File: config.mk
export PLATFORM = sky130hd
export DESIGN_NAME = noc_xbar_mover
export DESIGN_NICKNAME = d
export VERILOG_FILES = /design/src/rtl/noc_xbar_mover.sv
export SDC_FILE = /design/constraint.sdc
export NUM_CORES = 1
export LEC_CHECK = 0
export ABC_CLOCK_PERIOD_IN_PS = 2950
export CORE_MARGIN = 8
export CORE_UTILIZATION = 45
export DETAILED_ROUTE_END_ITERATION = 16
export GPL_TIMING_DRIVEN = 0
export PLACE_DENSITY = 0.9
export SKIP_CTS_REPAIR_TIMING = 1
export SKIP_LAST_GASP = 1
export SLEW_MARGIN = 20
export SYNTH_ARGS = -nofsm -noshare
export SYNTH_HDL_FRONTEND = slang
export SYNTH_SLANG_ARGS = --single-unit
File: constraint.sdc
create_clock -name clk -period 2.95 [get_ports clk]
set_clock_uncertainty 0.2 [all_clocks]
set_input_delay 0.4425 -clock clk [delete_from_list [all_inputs] [get_ports clk]]
set_output_delay 0.4425 -clock clk [all_outputs]
set_load 0.01 [all_outputs]
File: src/rtl/noc_xbar_mover.sv
// Crossbar byte mover: takes one arbiter grant at a time, pops the source input FIFO,
// then pushes the held flit into the destination output FIFO once it has room.
module noc_xbar_mover (
    input  logic        clk,
    input  logic        rst_n,
    input  logic [1:0]  source,
    input  logic [1:0]  destination,
    input  logic        valid,
    input  logic [3:0]  fifo_empty,
    input  logic [7:0]  router_data_out_0,
    input  logic [7:0]  router_data_out_1,
    input  logic [7:0]  router_data_out_2,
    input  logic [7:0]  router_data_out_3,
    input  logic [3:0]  out_full,
    output logic [3:0]  fifo_rd_en,
    output logic [3:0]  out_wr_en,
    output logic [7:0]  out_data,
    output logic        busy,
    output logic [31:0] deliv_cnt,
    output logic [7:0]  drop_cnt
);

    typedef enum logic [1:0] {IDLE, POP, WAIT, PUSH} state_t;

    state_t     state_reg, state_next;
    logic [1:0] src_reg, src_next;
    logic [1:0] dst_reg, dst_next;
    logic [7:0] data_reg, data_next;
    logic [3:0] rd_next, wr_next;
    logic [7:0] out_data_next;
    logic       busy_next;
    logic [7:0] drop_next;
    logic [7:0] deliv_reg  [4];
    logic [7:0] deliv_next [4];
    logic [7:0] head_data  [4];
    logic       accept;
    logic       do_push;

    assign head_data[0] = router_data_out_0;
    assign head_data[1] = router_data_out_1;
    assign head_data[2] = router_data_out_2;
    assign head_data[3] = router_data_out_3;

    for (genvar gi = 0; gi < 4; gi++) begin : g_deliv
        assign deliv_cnt[8*gi +: 8] = deliv_reg[gi];
    end

    function automatic logic [7:0] sat_inc(input logic [7:0] v);
        return (v == 8'hFF) ? v : v + 8'd1;
    endfunction

    function automatic logic [3:0] onehot(input logic [1:0] idx);
        return 4'(1) << idx;
    endfunction

    // Grants that arrive while a transfer is in flight are counted as drops, never queued.
    assign accept = (state_reg == IDLE) && valid && !fifo_empty[source] && !out_full[destination];

    always_comb begin
        state_next    = state_reg;
        src_next      = src_reg;
        dst_next      = dst_reg;
        data_next     = data_reg;
        rd_next       = 4'b0000;
        wr_next       = 4'b0000;
        out_data_next = out_data;
        busy_next     = busy;
        drop_next     = drop_cnt;
        deliv_next    = deliv_reg;
        do_push       = 1'b0;

        if (valid && !accept)
            drop_next = sat_inc(drop_cnt);

        case (state_reg)
            IDLE: begin
                if (accept) begin
                    src_next   = source;
                    dst_next   = destination;
                    data_next  = head_data[source];
                    rd_next    = onehot(src_next);
                    state_next = POP;
                    busy_next  = 1'b1;
                end
            end
            POP, WAIT: begin
                if (!out_full[dst_reg])
                    do_push = 1'b1;
                else
                    state_next = WAIT;
            end
            PUSH: begin
                state_next = IDLE;
                busy_next  = 1'b0;
            end
            default: state_next = IDLE;
        endcase

        if (do_push) begin
            state_next          = PUSH;
            wr_next             = onehot(dst_reg);
            out_data_next       = data_reg;
            deliv_next[dst_reg] = sat_inc(deliv_reg[dst_reg]);
        end
    end

    always_ff @(posedge clk or negedge rst_n) begin
        if (!rst_n) begin
            state_reg  <= IDLE;
            src_reg    <= 2'd0;
            dst_reg    <= 2'd0;
            data_reg   <= 8'd0;
            fifo_rd_en <= 4'b0000;
            out_wr_en  <= 4'b0000;
            out_data   <= 8'd0;
            busy       <= 1'b0;
            drop_cnt   <= 8'd0;
            for (int i = 0; i < 4; i++)
                deliv_reg[i] <= 8'd0;
        end else begin
            state_reg  <= state_next;
            src_reg    <= src_next;
            dst_reg    <= dst_next;
            data_reg   <= data_next;
            fifo_rd_en <= rd_next;
            out_wr_en  <= wr_next;
            out_data   <= out_data_next;
            busy       <= busy_next;
            drop_cnt   <= drop_next;
            for (int i = 0; i < 4; i++)
                deliv_reg[i] <= deliv_next[i];
        end
    end

endmodule
* After elaboration in Yosys (flattened, before gate mapping) *
Cells that the tools add are included.

storage, ports and cells
  register bits = 69
  word-level logic and storage cells = 75

cells by class
  bitwise gates (word level) = 3
  reductions and logical operators = 15
  equality and inequality tests = 8
  add/sub/neg operators = 2
  shift-type cells = 2
  muxes and demuxes = 27
  order comparisons = 6

operators with widths
  cell                 count
  $mux 8               6
  $bmux 8 s2           2
  $bwmux 32            1
  $add 8x1->8 const B  2
  $demux 8 s2          1
  $eq 8x8->1 const B   2
  $mux 4               3
  $lt 2x3->1 const B   3
  $reduce_and 2->1     4
  $shl 1x2->4 const A  2
  $bmux 1 s2           3
  $ge 3x3->1 const B   2
  $mux 1               6
  $mux 2               3
  $ne 3x3->1 const B   2
  $not 2->3            2
  $pmux 2 s3           1
  $logic_and 1x1->1    5
  $eq 2x2->1 const B   2
  $logic_not 1->1      3
  $lt 3x1->1 const B   1
  $eq 2x1->1 const B   1
  $logic_not 2->1      1
  $ne 2x2->1 const B   1
  4 further kinds      4

* Longest topological paths before layout *
  word-level depth = 8
  depth in mapped cells = 8
  gate-level depth less buffers = 7

* Worst setup path after synthesis *
OpenSTA, ideal clock, no wires.

  path kind = register to register
  start point = reg dst_reg[0]
  end point = reg deliv_reg (netlist bit deliv_cnt[14])
  data arrival time = 2020 ps
  setup slack = 603 ps
  library setup time = 126 ps
  cell stages (with the launch flop) = 8
  period minus slack after synthesis = 2347 ps
  cells stage by stage = dfrtp_1 -> buf_6 -> mux4_1 -> ha_1 -> nand3_4 -> or4b_1 -> o21ai_2 -> o21ai_2

between the ends
  cells in the longest elaborated chain, start to end = 7

ends and longest elaborated chain
  item                                              RTL line  RTL
  start: declaration                                27        logic [1:0] dst_reg, dst_next;
  start signal: assignment                          123       dst_reg <= dst_next;
  $not 2->3 (implied by the code)                   103       deliv_next[dst_reg] = sat_inc(deliv_reg[dst_reg]);
  $bmux 8 s2                                        103
  $mux 8 (implied by the code) (2 in a row)         103
  $add 8x1->8 / $eq 8x8->1 (equally long branches)  49        return (v == 8'hFF) ? v : v + 8'd1;
  $mux 8                                            49
  $bwmux 32                                         103
  end signal: indexed assignment                    131       deliv_reg[i] <= deliv_next[i];
  end: declaration                                  33        logic [7:0] deliv_reg [4];

Several ways; a longest one is shown, not always the timed one. The select of a mux whose other input is x is not followed.
A chain may end at the register's enable or synchronous reset.

* Worst setup path in the final report *
  start point = in source[0]
  end point = reg data_reg[6]

between the ends
  cells in the longest elaborated chain, start to end = 6

ends and longest elaborated chain
  item                            RTL line  RTL
  start: declaration              6         input logic [1:0] source,
  $bmux 1 s2                      57        assign accept = (state_reg == IDLE) && valid && !fifo_empty[source] && !out_full[destination];
  $mux 1 (implied by the code)    57
  $logic_not 1->1                 57
  $logic_and 1x1->1 (2 in a row)  57
  $reduce_and 2->1 (no line)      n/a
  end signal: assignment          124       data_reg <= data_next;
  end: declaration                28        logic [7:0] data_reg, data_next;

Several ways; a longest one is shown, not always the timed one. The select of a mux whose other input is x is not followed.

==> results.yml <==
outcome:
  status: "finished, final reports clean"
route:
  firstDrtPassIters: 4
  vias: 2607
  wl_per_cell_um: 18.0
  drt_iter0_drc: 93
  drc: 0
  ant_nets: 0
  viasPerCell: 5.40
  wl_um: 8690
yosys:
  netlist_top_cells_area: "dfrtp_1, mux4_2, mux2_2, mux4_1, nand2_1"
  yosysWarnings: 0
  yosys-top-cells-count: "dfrtp_1, nand2_1, o21ai_0, mux2_2, mux4_2"
  syn-mean-instance-area_sq_um: 12.5
  syn_nets: 315
  synth.cell_area_sq_um: 3290
  async_reset_ff_share_pct: 100
  ys_seq_area_share_pct: 52.5
  syn_inst: 263
  yosysTopAreaCell: "dfrtp_1"
  synth-main-ff-cell: "dfrtp_1"
  synth_cell_types: 40
  synth-edff-count: 0
  synth_most_common_cell: "dfrtp_1"
  synth_seq_cells: 69
  yosysTopAreaCellShare_pct: 52.5
cells_and_area:
  largest_register_ff_count: 32
  register_area_sq_um: 1730
  final_layout_size_suffix_gt1_share_pct: 16.7
  antenna-diode-count: 0
  multi_input_comb_area_sq_um: 1470
  stdcell_count: 483
  post-route-util_pct: 65.5
  area_growth_pct: 43.0
  final.fill_count: 536
  nets: 431
cts:
  cts_htree_levels: 3
  insertion_delay_ps: 340
  path_clk_slew_ps: 70
  cts_tree: "done"
  clock_path_buffers: 2
  cts_buffers: 9
  cts_num_sinks: 69
  cts_root_buffer: "clkbuf_8"
sta:
  post-route-min-period_ps: 2690
  worst_pin_slew_ps: 658
  finalSetupViolCount: 0
  maxSlewViolCount: 0
  max_freq_ghz: 0.372
  rsz0062_at_grt: "no"
  hold_viol_final: 0
  fin_crit_sh_pct: 91.1
  relSlewSlack_pct: 56.1
worst_setup_path:
  critPathKind: "in2reg"
  endpoint: "data_reg[6]$_DFFE_PN0P_"
  worstReg2RegEnd: "deliv_cnt[10]$_DFFE_PN0P_"
  r2r-start: "dst_reg[0]$_DFFE_PN0P_"
  reg2reg_slack_ps: 340
  crit_start: "source[0]"
  rr_worst_depth: 7
  cp.arrival_ps: 2710
  worstPathMaxFanout: 10
  cp-start-kind: "primary input"
  required_ps: 2970
  crit_path_end_kind: "flip-flop"
global_route:
  grt_pass1_vias: 2731
  overflow: 0
  grt_usage_pct: 17.6
  antenna_found_initial: 0
  grt_pass1_wl_um: 13800
  grt_max_degree: 50
placement:
  portBuffers: 103
  gp_congestion: 0.822
  dp_hpwl_um: 6620
  dp_cells: 466
floorplanning:
  rows: 31
  die_h_um: 101
  die_w_um: 101
  design.die.area_sq_um: 10300
  start_util_pct: 45.8
  ios: 104
  core_sq_um: 7180
power:
  p_per_area_nw_per_um2: 1000
  leakage_nw: 2.02
  irDropWorstVdd_mv: 0.355
job:
  drv_cap: 0
min_path:
  hp-class: "reg2reg"
-- cell families after synthesis --
logic type | Yosys count | synth area share, %
muxes | 40 | 20.9
adders and majority gates | 5 | 1.90
and+or+nand+nor | 77 | 12.2
buffers and inverters | 22 | 2.89
DFF | 69 | 52.5
xor gates and xnor gates | 9 | 2.40
AOI/OAI and AO/OA | 41 | 7.23
-- cell usage in the layout (no fill, tap or decap), types with 7 or more instances in the layout --
| master | Yosys | layout |
|---|---|---|
| xnor2_1 | 7 | 7 |
| nand2_1 | 41 | 41 |
| o21ai_0 | 25 | 25 |
| clkbuf_8 | 0 | 10 |
| clkdlybuf4s50_1 | 0 | 102 |
| mux4_1 | 7 | 7 |
| clkbuf_1 | 10 | 10 |
| inv_1 | 7 | 7 |
| dfrtp_1 | 69 | 69 |
| mux2_2 | 17 | 17 |
| mux4_2 | 12 | 12 |
-- where the power goes --
part           total (mW)  internal, mW  switching, mW
registers            1.63          1.34          0.297
clock network       0.858         0.497          0.361
logic                2.21          1.16           1.05
total                4.70          2.99           1.71
-- worst max-delay path, cell delays in order --
cell	delay, ps
clkdlybuf4s50_1	600
mux4_2	540
nor4bb_1	250
buf_2	240
buf_2	260
mux2_2	360
-- how the worst min path moves through the flow --
stage / slack, ps / depth (start not counted) / to / startpoint
finish: 300 / 2 / deliv_cnt[25]$_DFFE_PN0P_ / deliv_cnt[25]$_DFFE_PN0P_
global route: 320 / 1 / out_data[0]$_DFFE_PN0P_ / data_reg[0]$_DFFE_PN0P_
CTS: -230 / 1 / deliv_cnt[23]$_DFFE_PN0P_ / rst_n
detailed placement: 150 / 1 / out_wr_en[1]$_DFF_PN0_ / rst_n
global placement: 260 / 1 / out_data[7]$_DFFE_PN0P_ / data_reg[7]$_DFFE_PN0P_
floorplan: -50 / 0 / busy$_DFFE_PN0P_ / rst_n
-- routing by layer --
layer	routed length (um)	GRT usage, %
met5	0	0
met4	308	10.7
met3	578	4.12
met2	4360	28.9
met1	3440	20.4
-- stage by stage --
stage	power [mW]	area (sq um)	setup TNS (ps)	hold slack (ps)	setup WS, ps
4_1_cts	4.74	4690	0	-226	268
6_report	4.70	4700	0	302	262
2_1_floorplan	2.82	3290	0	-53.1	603
3_5_place_dp	3.87	4470	-483	152	-105
3_3_place_gp	3.76	4440	-65220	264	-943
5_1_grt	5.00	4700	0	323	155
-- area by class of cell --
type                            instances  area share (%)
Buffer                                 15            1.46
Tap cell                               99            2.63
Clock inverter                          6            1.84
Inverter                                7           0.559
Multi-Input combinational cell        172            31.2
Clock buffer                           10            2.93
Sequential cell                        69            36.7
Timing Repair Buffer                  105            22.7
No activity file was read; power rests on OpenSTA's default activity.
